File: src/rtl/seq_detect_param.sv
// Serial pattern detector with a runtime-loadable N-bit pattern, optional overlap,
// and a saturating match counter. Progress is kept as a KMP-style prefix length.
module seq_detect_param #(
  parameter int             N       = 3,
  parameter logic [N-1:0]   PATTERN = 3'b110,
  parameter int             OVERLAP = 1,
  parameter int             CNT_W   = 8
) (
  input  logic             clk,
  input  logic             rst,
  input  logic             en,
  input  logic             x,
  input  logic             load,
  input  logic [N-1:0]     pat_in,
  output logic             y,
  output logic [CNT_W-1:0] match_cnt,
  output logic             cnt_sat
);
  localparam int SW = (N > 1) ? $clog2(N) : 1;

  logic [N-1:0]     pat_q, pat_nxt;
  logic [SW-1:0]    state, state_nxt;
  logic [CNT_W-1:0] cnt_nxt;
  logic             y_nxt, match;

  // Longest proper pattern prefix that is a suffix of (prefix(s) followed by b).
  // prefix(s) is exactly the eligible history, so the pattern alone recovers it.
  function automatic logic [SW-1:0] longest(input logic [N-1:0] p, input int s, input logic b);
    int         best;
    int         idx;
    logic       ok;
    logic       hb;
    logic [N-1:0] t;
    best = 0;
    for (int k = 1; k < N; k++) begin
      if (k <= s + 1) begin
        ok = 1'b1;
        for (int j = 0; j < N - 1; j++) begin
          if (j < k) begin
            idx = s + 1 - k + j;
            t   = p >> (N - 1 - idx);
            hb  = (idx == s) ? b : t[0];
            t   = p >> (N - 1 - j);
            if (hb != t[0]) ok = 1'b0;
          end
        end
        if (ok) best = k;
      end
    end
    return best[SW-1:0];
  endfunction

  assign cnt_sat = &match_cnt;

  always_comb begin
    pat_nxt   = pat_q;
    state_nxt = state;
    cnt_nxt   = match_cnt;
    y_nxt     = 1'b0;
    match     = 1'b0;
    if (load) begin
      pat_nxt   = pat_in;
      state_nxt = '0;
      cnt_nxt   = '0;
    end else if (en) begin
      match = (state == SW'(N - 1)) && (x == pat_q[0]);
      y_nxt = match;
      if (match && (OVERLAP == 0)) state_nxt = '0;
      else                         state_nxt = longest(pat_q, int'(state), x);
      if (match && !cnt_sat) cnt_nxt = match_cnt + CNT_W'(1);
    end
  end

  always_ff @(posedge clk) begin
    if (rst) begin
      pat_q     <= PATTERN;
      state     <= '0;
      y         <= 1'b0;
      match_cnt <= '0;
    end else begin
      pat_q     <= pat_nxt;
      state     <= state_nxt;
      y         <= y_nxt;
      match_cnt <= cnt_nxt;
    end
  end
endmodule

File: config.mk
export PLATFORM = sky130hd
export DESIGN_NAME = seq_detect_param
export DESIGN_NICKNAME = d
export VERILOG_FILES = /design/src/rtl/seq_detect_param.sv
export SDC_FILE = /design/constraint.sdc
export NUM_CORES = 1
export LEC_CHECK = 0
export CORE_ASPECT_RATIO = 1.25
export CORE_MARGIN = 5
export CORE_UTILIZATION = 48
export DETAILED_ROUTE_END_ITERATION = 7
export GPL_ROUTABILITY_DRIVEN = 0
export PLACE_DENSITY = 0.81
export SLEW_MARGIN = 40
export SYNTH_ARGS = -nofsm -noshare
export SYNTH_HDL_FRONTEND = slang
export SYNTH_SLANG_ARGS = --single-unit
File: constraint.sdc
create_clock -name clk -period 3.6 [get_ports clk]
set_input_delay 0.36 -clock clk [delete_from_list [all_inputs] [get_ports clk]]
set_output_delay 0.36 -clock clk [all_outputs]
set_load 0.03 [all_outputs]
==> flow_summary.toml <==
[outcome]
outcome = "finished, final reports clean"

[cells_and_area]
syn_to_final_growth_pct = 26.94
fillCellCount = 142
insertedDiodeCount = 0
final_nets = 126
drive_above_1_share = 0.08108
postLayoutCellArea_um2 = 1044

[floorplan]
pin_count = 18
die_w_um = 47.02
core_area_um2 = 1602
initial_core_util = 0.5133
die_h_um = 56.27
rows = 16
die-area_um2 = 2646

[grt]
grt_max_degree = 12
top_usage_layer = "met2"
overflow = 0
grtUsageMet1 = 0.1719
antenna_found_initial = 0
use_met3 = 0.01917
grt_pass1_wl_um = 2773
grt_usage = 0.1378
grtUsageMet2 = 0.2291
grt_pass1_vias = 681

[route]
drtIter0Drc = 9
firstDrtPassIters = 5
vias = 715
wl_per_cell_um = 13.24
drtAntennaViolNets = 0
post-route-drc-count = 0
viasPerCell = 5.543
wirelength_um = 1708

[setup_path]
max_stage_delay_ns = 0.68
critPathLaunchType = "flip-flop"
cp_max_fo = 4
crit_required_ns = 3.24
cp_slowest_cell = "clkdlybuf4s50_1"
worstPathArrival_ns = 1.88
reg2reg_slack_ns = 1.43
endpoint_kind = "primary output"
critPathKind = "reg2out"
crit_chain = "ha_1 -> nand3_1 -> nor2_1 -> clkdlybuf4s50_1"
reg2regPathDepth = 7

[sta]
fmax_ghz = 0.4473
rsz0062_at_grt = "false"
tightest_slew_ns = 0.4757
finalSetupViolCount = 0
fin_crit_sh = 0.6210
setup_slack_ns = 1.365
fin_skew_ns = 0.002879
slew_headroom = 0.6825
final_hold_viol_count = 0
finalSetupTns_ns = 0
whs_ns = 0.5089
drv_slew = 0
min_period_ns = 2.236

[cts]
post_cts_resized = 0
cts_hold_buffers = 0
cts_setup_buffers = 0
cts_tree = "yes"
cts_buffer_depth = 2
path_clk_slew_ns = 0.09
clkSinkCount = 14
clk_latency_ns = 0.29
h-tree-depth = 1
cts.root.buffer_cell = "clkbuf_4"
cts_buffers = 3

[yosys]
synth_top_area_share = 0.3409
ys.warnings.count = 0
synth_area_leader_cell = "dfxtp_1"
synthCells = 92
yosysUniqueCellTypes = 31
yosysSeqAreaShare = 0.3409
dominantRegCellSynth = "dfxtp_1"
avgSynthCellArea_um2 = 8.935
syn_nets = 106
syn_area_um2 = 822.0
synth.area.top_cells = "dfxtp_1 34%, ha_1 9.1%, mux2i_1 6.1%"
synthArstFlopShare = 0
synth_edf_count = 0
synth-seq-cells = 14

[power_and_ir_drop]
peakVddDrop_mv = 0.2240
power_density_nw_per_um2 = 310.5
p_sw_frac = 0.2529
power_frac_comb = 0.133
power.switching_w = 0.00008194
seq_power_share = 0.498
p_clk_frac = 0.369
internal_power_w = 0.0002421
p_leak_nw = 0.3847

[placement]
portBuffers = 17
place_area_um2 = 1007
dp_hpwl_um = 1318
dpl_worst_slack_ns = 1.480

[hold_path]
hold_depth = 2
min_path_type = "reg2reg"

[run]
cap_violations = 0
-- Yosys cell counts, types with 2 or more instances --
cell and number:
dfxtp_1 14, nor2_1 12, nand2_1 10, ha_1 6, inv_1 5, mux2i_1 5
xnor2_1 5, nand3_1 4, nor3_1 4, a21oi_1 2, clkbuf_1 2, nand4_1 2
or3_1 2, xor2_1 2
-- sequential cells by signal (all words and copies together), names as in the netlist --
signal and count:
match_cnt 8, pat_q 3, state 2, y 1
-- stage by stage --
step / cells / power (W) / utilization
after detailed placement: 125 / 0.0002077 / 0.6289
final: 129 / 0.0003240 / 0.6516
after CTS: 129 / 0.0003248 / 0.6516
after floorplan: 92 / 0.0001931 / -
after global routing: 129 / 0.0003343 / 0.6516
after global placement: 125 / 0.0002063 / 0.6289
-- critical path, delay by kind of cell (launching register included) --
kind          cells  cell delay, ns
fa+ha+maj         1            0.25
buf+inv           1            0.68
flops             1            0.41
simple gates      2            0.24
-- power by group through the flow --
stage | sequential, W | clock (W) | combinational, W
finish | 0.000161 | 0.000119 | 0.0000431
global route | 0.000162 | 0.000126 | 0.0000461
CTS | 0.000161 | 0.000120 | 0.0000431
detailed placement | 0.000165 | 0 | 0.0000429
global placement | 0.000165 | 0 | 0.0000417
floorplan | 0.000164 | 0 | 0.0000292
-- cell families (layout without fill, tap and decap cells) --
family / count (synthesis) / count (layout) / share of synthesized area
muxes: 6 / 6 / 0.07458
adders and majority gates: 6 / 6 / 0.09132
AOI/OAI and AO/OA: 14 / 14 / 0.1431
and+or+nand+nor: 36 / 36 / 0.1964
xor gates and xnor gates: 9 / 9 / 0.1218
buffers and inverters: 7 / 26 / 0.03197
DFF: 14 / 14 / 0.3409
-- cells in the final DEF, fill, tap and decap left out, types with 2 or more instances in the layout --
master / instances
nand3_1: 4
a21oi_1: 2
xnor2_1: 5
nand4_1: 2
clkbuf_4: 3
nor2_1: 12
nor3_1: 4
xor2_1: 2
dfxtp_1: 14
mux2i_1: 5
clkdlybuf4s50_1: 17
or3_1: 2
nand2_1: 10
ha_1: 6
inv_1: 5
-- path summary, 6_finish.rpt --
check / start / to
worst min register to register: match_cnt[1] / match_cnt[1]
worst max register to register: state[0] / state[1]
worst max-delay path: match_cnt[0] / cnt_sat
worst min-delay path: match_cnt[1] / match_cnt[1]
-- final cells by class --
cell class / count / area (um^2) / area share
Inverter: 5 / 18.77 / 0.01799
Tap cell: 18 / 22.52 / 0.02158
Timing Repair Buffer: 17 / 170.2 / 0.1631
Multi-Input combinational cell: 71 / 515.5 / 0.4940
Clock buffer: 4 / 36.28 / 0.03477
Sequential cell: 14 / 280.3 / 0.2686
-- per-layer routing --
metal | wire (um) | up-vias
li1 | - | 360
met1 | 762 | 330
met5 | 0 | -
met3 | 104 | 3
met2 | 812 | 22
met4 | 29 | 0
Power figures use the tool's default switching activity.
==> RTL edit 1, RTL diff (same flow settings) <==
Change the parameter `N` from 3 to 6.
--- a/src/rtl/seq_detect_param.sv
+++ b/src/rtl/seq_detect_param.sv
@@ -1,7 +1,7 @@
 // Serial pattern detector with a runtime-loadable N-bit pattern, optional overlap,
 // and a saturating match counter. Progress is kept as a KMP-style prefix length.
 module seq_detect_param #(
-  parameter int             N       = 3,
+  parameter int             N       = 6,
   parameter logic [N-1:0]   PATTERN = 3'b110,
   parameter int             OVERLAP = 1,
   parameter int             CNT_W   = 8
Ports: changed (resized pat_in); port bits go from 18 to 21. The function was not compared with the original's and may differ.
==> RTL edit 1 against the original RTL <==
  * Fmax fell by 48%
  * Setup slack got worse by 2.0 ns
  * Final cell count rose to 6.5 times the old value
  * The run now ends with negative setup slack left
  * Synthesized area rose to 5.8 times the old value
  * Power rose to 8.9 times the old value
  * Largest cell class unchanged
  * Design area rose to 5.8 times the old value
  * Largest power group is now combinational cells
  * Wire length rose to 8.9 times the old value
  * Sequential cell count rose by 4
==> RTL edit 1: results (changes against the original RTL) <==
- Synth Net Count: 689 (+550%)
- Worst Reg-to-Reg Cells: 19 (+12)
- Hold path cells: 2 (unchanged)
- Power density over cell area: 479.9 mW/mm² (+55%)
- Failing checks: negative setup slack
- Grt met3 use: 3.207% (+1.3 points)
- Synth cell count leaders: ha_1, nand2_1, nor2_1
- DR iter-0 viols: 444 (+435)
- Layout Skew: 0.006357 ns (+0.003478 ns)
- Post-synth top area cell: ha_1
- NonClk Buf Share: 17.50% (+1.2 points)
- Share of cells above drive strength 1: 25.81% (+18 points)
- Post-CTS setup buffer count: 3 (+3)
- Synth cell types: 102 (+230%)
- Switching share of power: 48.57% (+23 points)
- Reg area: 365.4 µm² (+30%)
- Non-clk invs: 31 (+26)
- Worst skew pair latency: 0.25 ns (-0.04 ns)
- Clock root cell: clkbuf_16
- Non-clk bufs: 130 (+113)
- Vias in the first global route: 5224 (+670%)
- Slew @ Worst Pin: 0.5670 ns (+0.09133 ns)
- HPWL after DPL: 11.85 mm (+800%)
- Clock-net power: 250 µW (+110%)
- Slowest cell on crit path: or4_1
- Worst Setup EP: state[2]
- Pin count of the biggest net entering global routing: 26 (+14)
- First-pass GRT wire length: 24.65 mm (+790%)
- Synth top area cells: ha_1, dfxtp_1, nand2_1, xnor2_1, nor2_1
- Seq_cells: 18 (+4)
- Delay-heaviest family, CP: simple AND/OR/NAND/NOR gates
- Final worst slack: -0.6705 ns (-2.035 ns)
- Leakage power: 0.002475 µW (+540%)
- Fraction of area in multi-input gates: 69.91% (+21 points)
- Psw: 1405 µW (+1600%)
- GRT Overall Usage: 24.57% (+11 points)
- Largest registers: match_cnt (8), pat_q (6), state (3)
- Drt via density: 6.368 (+15%)
- PostCTS Resize Cnt: 10 (+10)
- GR met1 Demand/Resource: 27.48% (+10 points)
- Seq pwr share: 7.8% (-42 points)
- Status: finished, violations left
- Worst setup startpoint: state[0]
- Final setup vio count: 3 (+3)
- Post-layout nets: 784 (+520%)
- VDD IR max: 192.1 µV (-14%)
- Met2 global-route usage: 43.15% (+20 points)
- Post-Route WL: 15.21 mm (+790%)
- Worst Hold Launch: match_cnt[5]
- Port Buf Inserts: 20 (+3)
==> RTL edit 1: per-stage QoR <==
stage               TNS, ns  utilization (%)  std cells  setup slack [ns]
floorplan            -3.209                -        615            -1.088
global placement     -1.463            60.38        827           -0.5034
detailed placement   -2.081            60.38        827           -0.7501
CTS                  -1.625            61.99        834           -0.5829
global route         -2.276            62.38        835           -0.7977
finish               -1.837            62.38        835           -0.6705
==> RTL edit 1: logic make-up after synthesis <==
logic type | Yosys count | synth area share [%]
and+or+nand+nor | 243 | 28.07
AOI/OAI and AO/OA | 150 | 23.62
buffers and inverters | 71 | 7.358
adders and majority gates | 64 | 16.86
xor gates and xnor gates | 46 | 10.58
muxes | 23 | 5.970
DFF | 18 | 7.541
==> RTL edit 1: metal layers <==
metal	vias to the layer above	part of all wire, %
li1	2482	-
met1	2475	38
met2	260	49
met3	100	5.7
met4	0	7.3
met5	-	0
==> RTL edit 2, RTL diff (config.mk and constraints unchanged) <==
Without the edit above. Reset style: asynchronous (`rst`), changed in one clocked block.
--- a/src/rtl/seq_detect_param.sv
+++ b/src/rtl/seq_detect_param.sv
@@ -71,7 +71,7 @@
     end
   end
 
-  always_ff @(posedge clk) begin
+  always_ff @(posedge clk or posedge rst) begin
     if (rst) begin
       pat_q     <= PATTERN;
       state     <= '0;
Behaviour: differs if rst is asserted again (counterexample within 4 cycles, from zero or initial values and one cycle with rst high); with rst held inactive, the same outputs for 10 cycles.
==> RTL edit 2 against the original RTL <==
  * Setup slack got worse by 0.14 ns
  * Sequential cell count unchanged
  * Wire length grew 5.0%
  * Synthesized area grew 5.8%
  * Design area up 4.0%
  * First-iteration DRC count decreased by 67%
  * Count of clock-buffer cells in the layout unchanged
  * Via count decreased by 2.1%
  * Largest cell class unchanged
Power is not compared: it rests on default switching activity, and its combinational part moved more than twofold at a synthesized area within 25%.
==> RTL edit 2: results (changes against the original RTL) <==
- Non-clk invs: 6 (+1)
- Mux contribution to synthesized area: 7.050% (-0.41 points)
- Cells after synthesis: 89 (-3.3%)
- Post-Route WL: 1.793 mm (+5.0%)
- Worst setup startpoint: match_cnt[0]
- Worst R2R End: state[0]
- Synth top area cells: dfrtp_1, ha_1, dfstp_2, xnor2_1, mux2i_1
- Adder-cell share of the synthesized area: 7.194% (-1.9 points)
- Dpl cell area: 0.001049 mm² (+4.1%)
- DR iter-0 viols: 3 (-6)
- # fillers: 156 (+9.9%)
- Die ar.: 0.002768 mm² (+4.6%)
- Pin count of the biggest net entering global routing: 16 (+4)
- Comb_multi_in: 67 (-5.6%)
- Xor and xnor area share after synthesis: 10.79% (-1.4 points)
- Slew @ Worst Pin: 0.5207 ns (+0.04499 ns)
- Vias in the first global route: 673 (-1.2%)
- Synth Net Count: 102 (-3.8%)
- GRT Overall Usage: 14.62% (+0.84 points)
- Status: finished clean
- Fin cells: 127 (-1.6%)
- First-pass GRT wire length: 2.891 mm (+4.3%)
- Worst hold margin: 0.3998 ns (-0.1091 ns)
- Post-layout nets: 122 (-3.2%)
- Multi-input logic area: 479.2 µm² (-7.0%)
- HPWL after DPL: 1.371 mm (+4.1%)
- Reg area: 352.8 µm² (+26%)
- Design Area, Final: 0.001085 mm² (+4.0%)
- Port Buf Inserts: 17 (unchanged)
- Vias: 700 (-2.1%)
- NonClk Buf Share: 15.69% (-0.62 points)
- Register-to-Register Setup Slack: 1.37 ns (-0.06 ns)
- FF-to-FF Start: state[0]
- Post-synthesis sequential area ratio: 40.58% (+6.5 points)
- Initial antenna violation count: 0 (unchanged)
- Post-synth ARST share: 100.0% (+100 points)
- Synth Area in Compound Gates: 11.08% (-3.2 points)
- Worst EP arrival: 2.02 ns (+0.14 ns)
- Tmin final: 2.378 ns (+0.1429 ns)
- Hold Path Class: in2async
- Synth cell count leaders: dfrtp_1, nor2_1, nand2_1
- Most used DFF post-synth: dfrtp_1
- Layout Skew: 0.007061 ns (+0.004182 ns)
## RTL edit 2: cell count changes after synthesis, sizes merged, moves of 2 or more
cell	before	now
dfxtp	14	0
dfrtp	0	12
a211oi	1	3
a21oi	2	0
dfstp	0	2
or3	2	0
## RTL edit 2: layer usage
layer | GRT usage (%) | routed length, µm | vias to the layer above
li1 | - | - | 347
met1 | 18.40 | 773 | 323
met2 | 21.74 | 877 | 22
met3 | 4.101 | 86 | 8
met4 | 8.077 | 56 | 0
met5 | 0 | 0 | -
## RTL edit 2: power by group through the flow
stage | registers [µW] | clock network, µW | logic, µW
3_3_place_gp | 177 | 0 | 102
4_1_cts | 174 | 114 | 107
5_1_grt | 176 | 121 | 116
6_report | 174 | 113 | 106
3_5_place_dp | 177 | 0 | 107
2_1_floorplan | 173 | 0 | 91.4
